## config.mk

```make
export PLATFORM = sky130hd
export DESIGN_NAME = stoch_im2col_sequencer
export DESIGN_NICKNAME = d
export VERILOG_FILES = /design/src/rtl/stoch_im2col_sequencer.sv
export SDC_FILE = /design/constraint.sdc
export NUM_CORES = 1
export LEC_CHECK = 0
export CORE_ASPECT_RATIO = 0.7
export CORE_UTILIZATION = 54
export CTS_BUF_LIST = sky130_fd_sc_hd__clkbuf_8
export DETAILED_ROUTE_END_ITERATION = 10
export GPL_TIMING_DRIVEN = 0
export PLACE_DENSITY = 0.83
export SYNTH_ARGS = -nofsm -noshare
export SYNTH_HDL_FRONTEND = slang
export SYNTH_SLANG_ARGS = --single-unit
```

## constraint.sdc

```tcl
create_clock -name CLK -period 5.13 [get_ports CLK]
set_input_delay 0.513 -clock CLK [delete_from_list [all_inputs] [get_ports CLK]]
set_output_delay 0.513 -clock CLK [all_outputs]
set_load 0.005 [all_outputs]
```

## src/rtl/stoch_im2col_sequencer.sv

```systemverilog
// Streams the im2col expansion of one captured signed stochastic frame (plus/minus
// bit planes), one zero-padded patch row per valid/ready handshake, in raster order.
module stoch_im2col_sequencer #(
  parameter int IM_HEIGHT = 4,
  parameter int IM_WIDTH  = 4,
  parameter int CHANNELS  = 2,
  parameter int KERNEL_H  = 3,
  parameter int KERNEL_W  = 3,
  parameter int PAD_H     = 1,
  parameter int PAD_W     = 1,
  parameter int STRIDE_H  = 1,
  parameter int STRIDE_W  = 1,
  localparam int OUT_H      = (IM_HEIGHT + 2*PAD_H - KERNEL_H) / STRIDE_H + 1,
  localparam int OUT_W      = (IM_WIDTH + 2*PAD_W - KERNEL_W) / STRIDE_W + 1,
  localparam int COL_HEIGHT = OUT_H * OUT_W,
  localparam int COL_WIDTH  = KERNEL_H * KERNEL_W * CHANNELS,
  localparam int RW         = (COL_HEIGHT > 1) ? $clog2(COL_HEIGHT) : 1
) (
  input  logic                                          CLK,
  input  logic                                          nRST,
  input  logic                                          start,
  input  logic                                          abort,
  input  logic [IM_HEIGHT-1:0][IM_WIDTH-1:0][CHANNELS-1:0] im_p,
  input  logic [IM_HEIGHT-1:0][IM_WIDTH-1:0][CHANNELS-1:0] im_m,
  output logic [COL_WIDTH-1:0]                          patch_p,
  output logic [COL_WIDTH-1:0]                          patch_m,
  output logic [RW-1:0]                                 patch_row,
  output logic                                          patch_valid,
  input  logic                                          patch_ready,
  output logic                                          patch_last,
  output logic                                          busy,
  output logic                                          done
);

  localparam int YW  = (IM_HEIGHT > 1) ? $clog2(IM_HEIGHT) : 1;
  localparam int XW  = (IM_WIDTH  > 1) ? $clog2(IM_WIDTH)  : 1;
  localparam int CHW = (CHANNELS  > 1) ? $clog2(CHANNELS)  : 1;
  localparam int BW  = (COL_WIDTH > 1) ? $clog2(COL_WIDTH) : 1;

  typedef logic [IM_HEIGHT-1:0][IM_WIDTH-1:0][CHANNELS-1:0] img_t;
  typedef enum logic [1:0] {S_IDLE, S_STREAM, S_DONE} state_t;

  // Window origin may sit in the padding, so indices are signed before the range test.
  function automatic logic [COL_WIDTH-1:0] build_patch(input img_t img, input int oy, input int ox);
    logic [COL_WIDTH-1:0] p;
    int y;
    int x;
    p = '0;
    for (int ch = 0; ch < CHANNELS; ch++) begin
      for (int kr = 0; kr < KERNEL_H; kr++) begin
        for (int kc = 0; kc < KERNEL_W; kc++) begin
          y = oy * STRIDE_H - PAD_H + kr;
          x = ox * STRIDE_W - PAD_W + kc;
          if (y >= 0 && y < IM_HEIGHT && x >= 0 && x < IM_WIDTH)
            p[BW'(kc + kr*KERNEL_W + ch*KERNEL_H*KERNEL_W)] = img[YW'(y)][XW'(x)][CHW'(ch)];
        end
      end
    end
    return p;
  endfunction

  state_t               state_q;
  img_t                 img_p_q, img_m_q;
  logic [RW-1:0]        ox_q, oy_q, row_q;
  logic [COL_WIDTH-1:0] patch_p_q, patch_m_q;
  logic                 valid_q, last_q, busy_q, done_q;

  logic [RW-1:0]        ox_d, oy_d, row_d;
  logic [COL_WIDTH-1:0] patch_p_d, patch_m_d;
  logic                 last_d;

  // NOTE: every always_comb output gets a default first, so no path leaves it unassigned (no latch).
  always_comb begin
    ox_d  = ox_q + 1'b1;
    oy_d  = oy_q;
    if (ox_q == RW'(OUT_W - 1)) begin
      ox_d = '0;
      oy_d = oy_q + 1'b1;
    end
    row_d     = row_q + 1'b1;
    last_d    = (row_d == RW'(COL_HEIGHT - 1));
    patch_p_d = build_patch(img_p_q, int'(oy_d), int'(ox_d));
    patch_m_d = build_patch(img_m_q, int'(oy_d), int'(ox_d));
  end

  // NOTE: state uses non-blocking assignments only; the captured image is reset too, since
  // the frame must read as all-zero until the first start.
  always_ff @(posedge CLK or negedge nRST) begin
    if (!nRST) begin
      state_q   <= S_IDLE;
      img_p_q   <= '0;
      img_m_q   <= '0;
      ox_q      <= '0;
      oy_q      <= '0;
      row_q     <= '0;
      patch_p_q <= '0;
      patch_m_q <= '0;
      valid_q   <= 1'b0;
      last_q    <= 1'b0;
      busy_q    <= 1'b0;
      done_q    <= 1'b0;
    end else begin
      case (state_q)
        S_IDLE: begin
          done_q <= 1'b0;
          if (start && !abort) begin
            img_p_q   <= im_p;
            img_m_q   <= im_m;
            patch_p_q <= build_patch(im_p, 0, 0);
            patch_m_q <= build_patch(im_m, 0, 0);
            ox_q      <= '0;
            oy_q      <= '0;
            row_q     <= '0;
            valid_q   <= 1'b1;
            last_q    <= (COL_HEIGHT == 1);
            busy_q    <= 1'b1;
            state_q   <= S_STREAM;
          end
        end
        S_STREAM: begin
          if (abort) begin
            valid_q <= 1'b0;
            last_q  <= 1'b0;
            busy_q  <= 1'b0;
            state_q <= S_IDLE;
          end else if (valid_q && patch_ready) begin
            if (last_q) begin
              valid_q <= 1'b0;
              last_q  <= 1'b0;
              busy_q  <= 1'b0;
              done_q  <= 1'b1;
              state_q <= S_DONE;
            end else begin
              ox_q      <= ox_d;
              oy_q      <= oy_d;
              row_q     <= row_d;
              patch_p_q <= patch_p_d;
              patch_m_q <= patch_m_d;
              last_q    <= last_d;
            end
          end
        end
        S_DONE: begin
          done_q  <= 1'b0;
          state_q <= S_IDLE;
        end
        default: state_q <= S_IDLE;
      endcase
    end
  end

  assign patch_p     = patch_p_q;
  assign patch_m     = patch_m_q;
  assign patch_row   = row_q;
  assign patch_valid = valid_q;
  assign patch_last  = last_q;
  assign busy        = busy_q;
  assign done        = done_q;

endmodule

```

# After elaboration in Yosys (flattened, before gate mapping)
# Cells that the tools add are included.
# W data, S select, Z words.
# totals
ff_bits	117
romBits	0
inputBits	69
word_cells	254
latchBits	0
ramBits	0
output_inout_bits	44
mem_count	0
# op_classes
mul	0
n_div	0
reduce_logical	34
n_mux	141
shift	0
magnitude_cmp	18
bitwise	0
n_eq_ne	11
addsub	9
# op_table
op	n
$mux W18	8
$bmux W8 S2	6
$mux W8	12
$bmux W2 S2	18
$mux W1	72
$pmux W18 S2	2
$ge A32 B1 Y1 const B	2
$lt A32 B4 Y1 const B	2
$mux W4	12
$lt A2 B4 Y1 const B	6
$pmux W4 S2	3
$logic_and A1 B1 Y1	23
$add A4 B1 Y4 const B	3
$add A5 B2 Y6 const B	2
$add A5 B3 Y6 const B	2
$ge A6 B1 Y1 const B	2
$lt A6 B4 Y1 const B	2
$ge A5 B1 Y1 const B	2
$lt A5 B4 Y1 const B	2
$ne A2 B2 Y1 const B	5
$sub A4 B1 Y5 const B	2
$mux W2	4
$reduce_and A4 Y1	2
$ne A3 B3 Y1 const B	2
other kinds (13)	17

# Logic depth before layout (Yosys ltp)
# Gate-level depths: netlist (run 1).
# logic_depth
depth_word	15
ltp_mapped	17
ltp_nobuf	16

# Worst setup path after synthesis (run 1)
# OpenSTA, ideal clock, no wires.
# synth_timing
path_type	register to register
startpoint	register ox_q[1]
endpoint	register patch_m_q[8] (netlist: patch_m[8])
setup_ns	0.096
path_buffers	1
slack_ns	0.994
stages_incl_launch_ff	14
period_less_slack_ns	4.136
t_arrival_ns	4.040
required_ns	5.034
cell_sequence	dfrtp_1 ha_1 or3b_1 buf_6 nor2_2 xor2_2 or3_1 inv_1 o21ai_1 ha_1 or4b_2 nor4_1 nand4_2 o31ai_1
# synth_between
elab_chain_len	15
word_cells_on_any_way	26
cone_classes	5 x add/sub; 4 x order compare; 1 x eq/ne; 13 x mux; 3 x reduce/logical
# synth_lines
item	line_no	text
start, declared	64	logic [RW-1:0] ox_q, oy_q, row_q;
start signal, assigned	93	ox_q <= '0;
start signal, assigned	111	ox_q <= '0;
start signal, assigned	134	ox_q <= ox_d;
$eq A4 B2 Y1	76	if (ox_q == RW'(OUT_W - 1)) begin
$mux W4	76	
$sub A4 B1 Y5	-	
$add A5 B3 Y6	-	
$bmux W8 S2	-	
$mux W8	-	
$mux W8 (implied by the code)	55	p[BW'(kc + kr*KERNEL_W + ch*KERNEL_H*KERNEL_W)] = img[YW'(y)][XW'(x)][CHW'(ch)];
$bmux W2 S2	-	
$mux W1 (implied by the code) (2 in a row)	55	
$mux W1 (*)	54	if (y >= 0 && y < IM_HEIGHT && x >= 0 && x < IM_WIDTH)
$mux W18 (*)	127	if (last_q) begin
$mux W18 (*)	126	end else if (valid_q && patch_ready) begin
$mux W18 (*)	121	if (abort) begin
$pmux W18 S2 (*)	103	case (state_q)
end signal, assigned	110	patch_m_q <= build_patch(im_m, 0, 0);
end signal, assigned	138	patch_m_q <= patch_m_d;
end, declared	65	logic [COL_WIDTH-1:0] patch_p_q, patch_m_q;
# Mark *: on every way between the ends. The rest lies on a longest branch, timed or not. The select of a mux whose other input is x is not followed.
# A chain may end at the register's enable or synchronous reset.

# Worst setup path after layout (run 1)
# layout_timing
startpoint	register ox_q[1]
endpoint	register patch_m_q[7] (netlist: patch_m[7])
# layout_between
elab_chain_len	15
word_cells_on_any_way	26
cone_classes	5 x add/sub; 4 x order compare; 1 x eq/ne; 13 x mux; 3 x reduce/logical
# layout_lines
item	line_no
branches (longest 10 deep; another with $ge A32 B1 Y1)	-
$mux W1 (*)	54
$mux W18 (*)	127
$mux W18 (*)	126
$mux W18 (*)	121
$pmux W18 S2 (*)	103
# Mark *: on every way between the ends. The select of a mux whose other input is x is not followed.

==> flow_summary.json, run 1 <==
{
  "antenna_found_initial": 0,
  "grt_remaining_overflow": 0,
  "cp.required_ns": 5.39,
  "clock_latency_ns": 0.37,
  "vias": 4980,
  "drt-vias-per-instance": 6.16,
  "relSlewSlack_pct": 29.6,
  "cp_slowest_cell": "mux2i_2",
  "synthArstFlopShare_pct": 100,
  "fillCellCount": 821,
  "setup_violations": 0,
  "synthCells": 581,
  "cts-htree-levels": 3,
  "clockBufferDepth": 2,
  "grt_pass1_vias": 4666,
  "tightest_slew_ns": 1.05,
  "fin_crit_sh_pct": 91.9,
  "die_y_um": 88.6,
  "clk_pin_slew_ns": 0.08,
  "cts_tree": "yes",
  "dpl.hpwl_um": 11800,
  "irDropWorstVdd_v": 0.000203,
  "timing.max_cap.violations": 0,
  "hold_class": "input pin to async pin",
  "nNetsFinal": 777,
  "antenna_cells": 0,
  "first_iter_violations": 379,
  "violations": "design-rule violations",
  "end_kind": "flop",
  "netlist_area_mm2": 0.00578,
  "area_delta_synth_final_pct": 18.6,
  "ys_types": 63,
  "slew_violations": 0,
  "fp-row-count": 31,
  "drc_errors": 6,
  "gp_congestion": 0.904,
  "synth_seq_cells": 67,
  "ioPinCount": 113,
  "max_freq_mhz": 212,
  "skew_ns": 0.0119,
  "post_cts_buffers": 0,
  "totalWireLength_um": 15600,
  "cts_sinks": 67,
  "die_x_um": 126,
  "core_mm2": 0.0104,
  "wl_per_cell_um": 19.3,
  "start_util_pct": 55.6,
  "ys_seq_area_share_pct": 29.0,
  "worst_path_most_repeated_cell": "ha_1",
  "finalSetupTns_ns": 0,
  "port_buffers": 62,
  "synth_edf_count": 0,
  "cts-root-buf": "clkbuf_8",
  "ys_warn_count": 0,
  "path_max_fanout": 9,
  "finalCriticalPeriod_ns": 4.71,
  "cp_cell_sequence": "ha_1 -> nor3b_4 -> mux2i_2 -> xnor2_1 -> ha_1 -> nand2_1 -> ha_1 -> or4b_2 -> nor4_1 -> nand4_2 -> o31ai_1",
  "dr.pass1.iters": 8,
  "crit_path_max_incr_delay_ns": 0.72,
  "cts_buffers": 9,
  "drive_above_1_share_pct": 16.4,
  "p_per_area_mw_per_mm2": 279,
  "grt_start_max_net_pins": 68,
  "grt_pass1_wl_um": 24500,
  "synthFlopType": "dfrtp_1",
  "synth_area_per_cell_um2": 9.95,
  "status": "complete, but fails checks",
  "grt_usage_pct": 29.1,
  "cp-start-kind": "flop",
  "rsz0062_at_grt": "false",
  "cp.arrival_ns": 4.97,
  "ant_nets": 0,
  "die_area_mm2": 0.0111,
  "critPathKind": "flop to flop",
  "p_leak_uw": 0.00294,
  "finalHoldViolations": 0,
  "p_total_uw": 1910
}
[stage by stage]
step	util [%]	instances	cell area, um^2	hold WS [ns]	setup slack, ns
2_1_floorplan	-	598	5840	0.217	0.994
3_3_place_gp	63.8	792	6630	0.471	0.508
3_5_place_dp	63.8	792	6630	0.472	0.335
4_1_cts	65.9	808	6850	0.299	0.285
5_1_grt	66.0	808	6860	0.330	0.0429
6_report	66.0	808	6860	0.244	0.415
[cell type report]
cell class / instances / area (um^2) / share of cell area (%)
tap: 132 / 165 / 2.41
timing repair buffer: 62 / 618 / 9.01
sequential: 67 / 1680 / 24.4
buffer: 53 / 334 / 4.87
inverter: 8 / 33.8 / 0.493
multi-input combinational: 470 / 3800 / 55.5
clock inverter: 6 / 88.8 / 1.30
clock buffer: 10 / 138 / 2.01
[cells in the mapped netlist, drive strengths merged (2+ instances only)]
| cell | instances | area [um^2] |
|---|---|---|
| a211oi | 2 | 15.0 |
| a21boi | 8 | 60.1 |
| a21o | 4 | 30.0 |
| a21oi | 10 | 50.1 |
| and3 | 5 | 31.3 |
| buf | 44 | 300 |
| clkbuf | 9 | 33.8 |
| dfrtp | 67 | 1680 |
| ha | 37 | 463 |
| inv | 7 | 26.3 |
| mux2i | 85 | 867 |
| mux4 | 34 | 769 |
| nand2 | 128 | 483 |
| nand2b | 2 | 12.5 |
| nand3 | 12 | 65.1 |
| nand4 | 4 | 31.3 |
| nand4b | 2 | 17.5 |
| nor2 | 14 | 57.6 |
| nor2b | 4 | 25.0 |
| nor3 | 9 | 45.0 |
| nor4 | 2 | 12.5 |
| nor4b | 5 | 56.3 |
| o211ai | 2 | 15.0 |
| o21ai | 25 | 125 |
| o22a | 3 | 26.3 |
| o31ai | 14 | 105 |
| or2 | 5 | 31.3 |
| or3 | 7 | 43.8 |
| or3b | 2 | 20.0 |
| or4b | 2 | 20.0 |
| xnor2 | 5 | 43.8 |
| xor2 | 5 | 58.8 |
[where the power goes]
part | switching, uW | internal (uW) | leakage (uW)
Combinational | 348 | 338 | 0.00196
Clock | 229 | 287 | 0.000108
Sequential | 107 | 604 | 0.000869
Total | 685 | 1230 | 0.00294
[flip-flops by register name, summed over array words and instances (netlist names), 2 cells and up]
name	flops
patch_m	9
ox_q	4
oy_q	4
state_q	2
img_p_q	16
img_m_q	16
patch_p	9
patch_row	4
[critical path, delay by kind of cell (launching register included)]
kind | cells | cell delay [ns]
AND/OR/NAND/NOR | 5 | 1.84
XOR/XNOR | 1 | 0.22
flip-flops | 1 | 0.50
AO/OA/AOI/OAI | 1 | 0.36
multiplexers | 1 | 0.72
adder cells (fa/ha/maj) | 3 | 0.96
[repair_timing]
item | 4_1_cts | 5_1_grt
resized for setup | 0 | 1
endpoints found under the setup margin | 0 | 6
hold buffers | 0 | 0
[placed cells by master, fill, tap and decap left out, drive strengths merged, types with 18 or more instances in the layout]
| master | instances |
|---|---|
| mux2i | 85 |
| buf | 45 |
| clkbuf | 19 |
| o21ai | 25 |
| conb | 18 |
| dfrtp | 67 |
| ha | 37 |
| nand2 | 128 |
| mux4 | 34 |
| clkdlybuf4s50 | 61 |
[routing by layer]
metal | share of wire [%] | global-route usage [%] | vias up
li1 | - | - | 2261
met3 | 9.8 | 8.83 | 37
met4 | 1.9 | 8.98 | 0
met5 | 0 | 0 | -
met2 | 43 | 43.9 | 241
met1 | 45 | 40.6 | 2441
[cell families (layout without fill, tap and decap cells)]
logic type / after synthesis / after routing / synth area share [%]
flops: 67 / 67 / 29.0
buf+inv: 61 / 139 / 6.30
fa+ha+maj: 37 / 37 / 8.01
other cells: 1 / 18 / 0.0649
xor+xnor: 11 / 11 / 2.16
compound gates: 73 / 73 / 8.18
simple gates: 212 / 212 / 18.0
mux: 119 / 119 / 28.3
[final timing paths]
kind | startpoint | to | slack [ns] | depth (start not counted)
min | nRST | img_p_q[10] | 0.24 | 1
min reg2reg | done | done | 0.49 | 1
max | ox_q[1] | patch_m[7] | 0.42 | 11
max in group asynchronous | nRST | patch_row[0] | 4.29 | 1
max reg2reg | ox_q[1] | patch_m[7] | 0.42 | 11
min in group CLK | done | done | 0.49 | 1
Note: power is estimated with default switching activity, not from simulation.
==> run 2: changes to the inputs <==
--- a/config.mk
+++ b/config.mk
@@ -11,6 +11,8 @@
 export DETAILED_ROUTE_END_ITERATION = 10
 export GPL_TIMING_DRIVEN = 0
 export PLACE_DENSITY = 0.83
+export SLEW_MARGIN = 40
 export SYNTH_ARGS = -nofsm -noshare
 export SYNTH_HDL_FRONTEND = slang
 export SYNTH_SLANG_ARGS = --single-unit
+export TNS_END_PERCENT = 50
==> flow_summary.json, run 2 (same netlist as run 1, synthesis figures left out) <==
{
  "cts_sinks": 67,
  "port_buffers": 62,
  "timing.max_cap.violations": 0,
  "finalHoldViolations": 0,
  "cts_tree": "yes",
  "totalWireLength_um": 15700,
  "die_y_um": 88.6,
  "drt-vias-per-instance": 6.10,
  "cp.arrival_ns": 4.95,
  "cp-start-kind": "flop",
  "drc_errors": 6,
  "p_leak_uw": 0.00295,
  "rrSetupSlack_ns": 0.42,
  "rsz0062_at_grt": "false",
  "start_util_pct": 55.6,
  "slew_violations": 0,
  "hold_class": "input pin to async pin",
  "top_regs": "img_m_q (16), img_p_q (16)",
  "grt_start_max_net_pins": 38,
  "core_mm2": 0.0104,
  "relSlewSlack_pct": 45.1,
  "dr.pass1.iters": 8,
  "grt_pass1_vias": 4645,
  "first_iter_violations": 429,
  "tightest_slew_ns": 0.815,
  "holdBufCountCts": 0,
  "cts-root-buf": "clkbuf_8",
  "finalCriticalPeriod_ns": 4.71,
  "whs_ns": 0.0652,
  "setup_violations": 0,
  "r2r_end": "patch_m[4]",
  "area_delta_synth_final_pct": 18.6,
  "die_x_um": 126,
  "irDropWorstVdd_v": 0.000162,
  "r2r_start": "ox_q[0]",
  "path_max_fanout": 10,
  "antenna_cells": 0,
  "gp_congestion": 0.904,
  "clk_pin_slew_ns": 0.08,
  "end_kind": "flop",
  "wl_per_cell_um": 19.4,
  "fin_crit_sh_pct": 91.8,
  "final_core_util_pct": 65.9,
  "p_per_area_mw_per_mm2": 270,
  "clock_latency_ns": 0.37,
  "post_cts_buffers": 0,
  "cts_resized": 0,
  "nNetsFinal": 778,
  "clockBufferDepth": 2,
  "ioPinCount": 113,
  "mostFrequentLayoutCells": "127 x nand2_1, 83 x mux2i_1, 67 x dfrtp_1, 61 x clkdlybuf4s50_1, 37 x ha_1",
  "cts_buffers": 9,
  "cp.required_ns": 5.38,
  "finalSetupTns_ns": 0,
  "die_area_mm2": 0.0111,
  "critPathKind": "flop to flop",
  "vias": 4935,
  "status": "complete, but fails checks",
  "worstSetupStartpoint": "ox_q[0]",
  "fp-row-count": 31,
  "skew_ns": 0.00732,
  "cts-htree-levels": 3,
  "grt_usage_pct": 28.9,
  "max_freq_mhz": 212,
  "ant_nets": 0,
  "antenna_found_initial": 0,
  "final_cell_count_no_fill": 809,
  "dpl.hpwl_um": 12000,
  "violations": "design-rule violations",
  "grt_remaining_overflow": 0,
  "r2r.worst_path.cells": 13,
  "grt_pass1_wl_um": 24400,
  "dpl.cell_count": 793,
  "drive_above_1_share_pct": 16.7,
  "layout_commonest_cell": "nand2_1"
}
-- run 2: layout make-up --
type	instances	area, um^2
sequential	67	1680
fill	822	3540
timing repair buffer	63	638
buffer	53	335
tap	132	165
clock inverter	7	68.8
inverter	8	33.8
clock buffer	9	124
multi-input combinational	470	3810
-- run 2: where the power goes --
part	switching [uW]	internal (uW)
clock	225	222
sequential	107	605
combinational	350	340
-- run 2: how the worst max path moves through the flow --
stage                     depth (start not counted)  slack (ns)    endpoint
after floorplan                                  13        0.99  patch_m[8]
after global placement                           13        0.51  patch_m[8]
after detailed placement                         13        0.35  patch_p[7]
after CTS                                        13        0.33  patch_m[8]
after global routing                             15        0.13  patch_m[4]
final                                            13        0.42  patch_m[4]
-- run 2: per-layer routing --
| layer | routed length, um | vias up | global-route usage (%) |
|---|---|---|---|
| met3 | 1610 | 24 | 8.04 |
| met5 | 0 | - | 0 |
| li1 | - | 2260 | - |
| met1 | 7170 | 2391 | 40.5 |
| met4 | 210 | 0 | 7.43 |
| met2 | 6700 | 260 | 44.5 |
-- run 2: through the flow --
step	worst slack, ns	area (um^2)	power (uW)
final	0.423	6850	1850
after floorplan	0.994	5840	1130
after detailed placement	0.353	6660	1390
after CTS	0.328	6850	1830
after global placement	0.508	6630	1360
after global routing	0.130	6850	1930
-- run 2: worst max-delay path: stages, from the launching register on --
cell      delay [ns]
dfrtp_1         0.35
buf_2           0.20
clkinv_1        0.21
ha_1            0.37
buf_2           0.29
buf_1           0.61
clkbuf_1        0.58
nand4_1         0.24
ha_1            0.25
nor4b_1         0.28
nand3_1         0.11
nor3_1          0.28
o21ai_0         0.37
o31ai_1         0.44
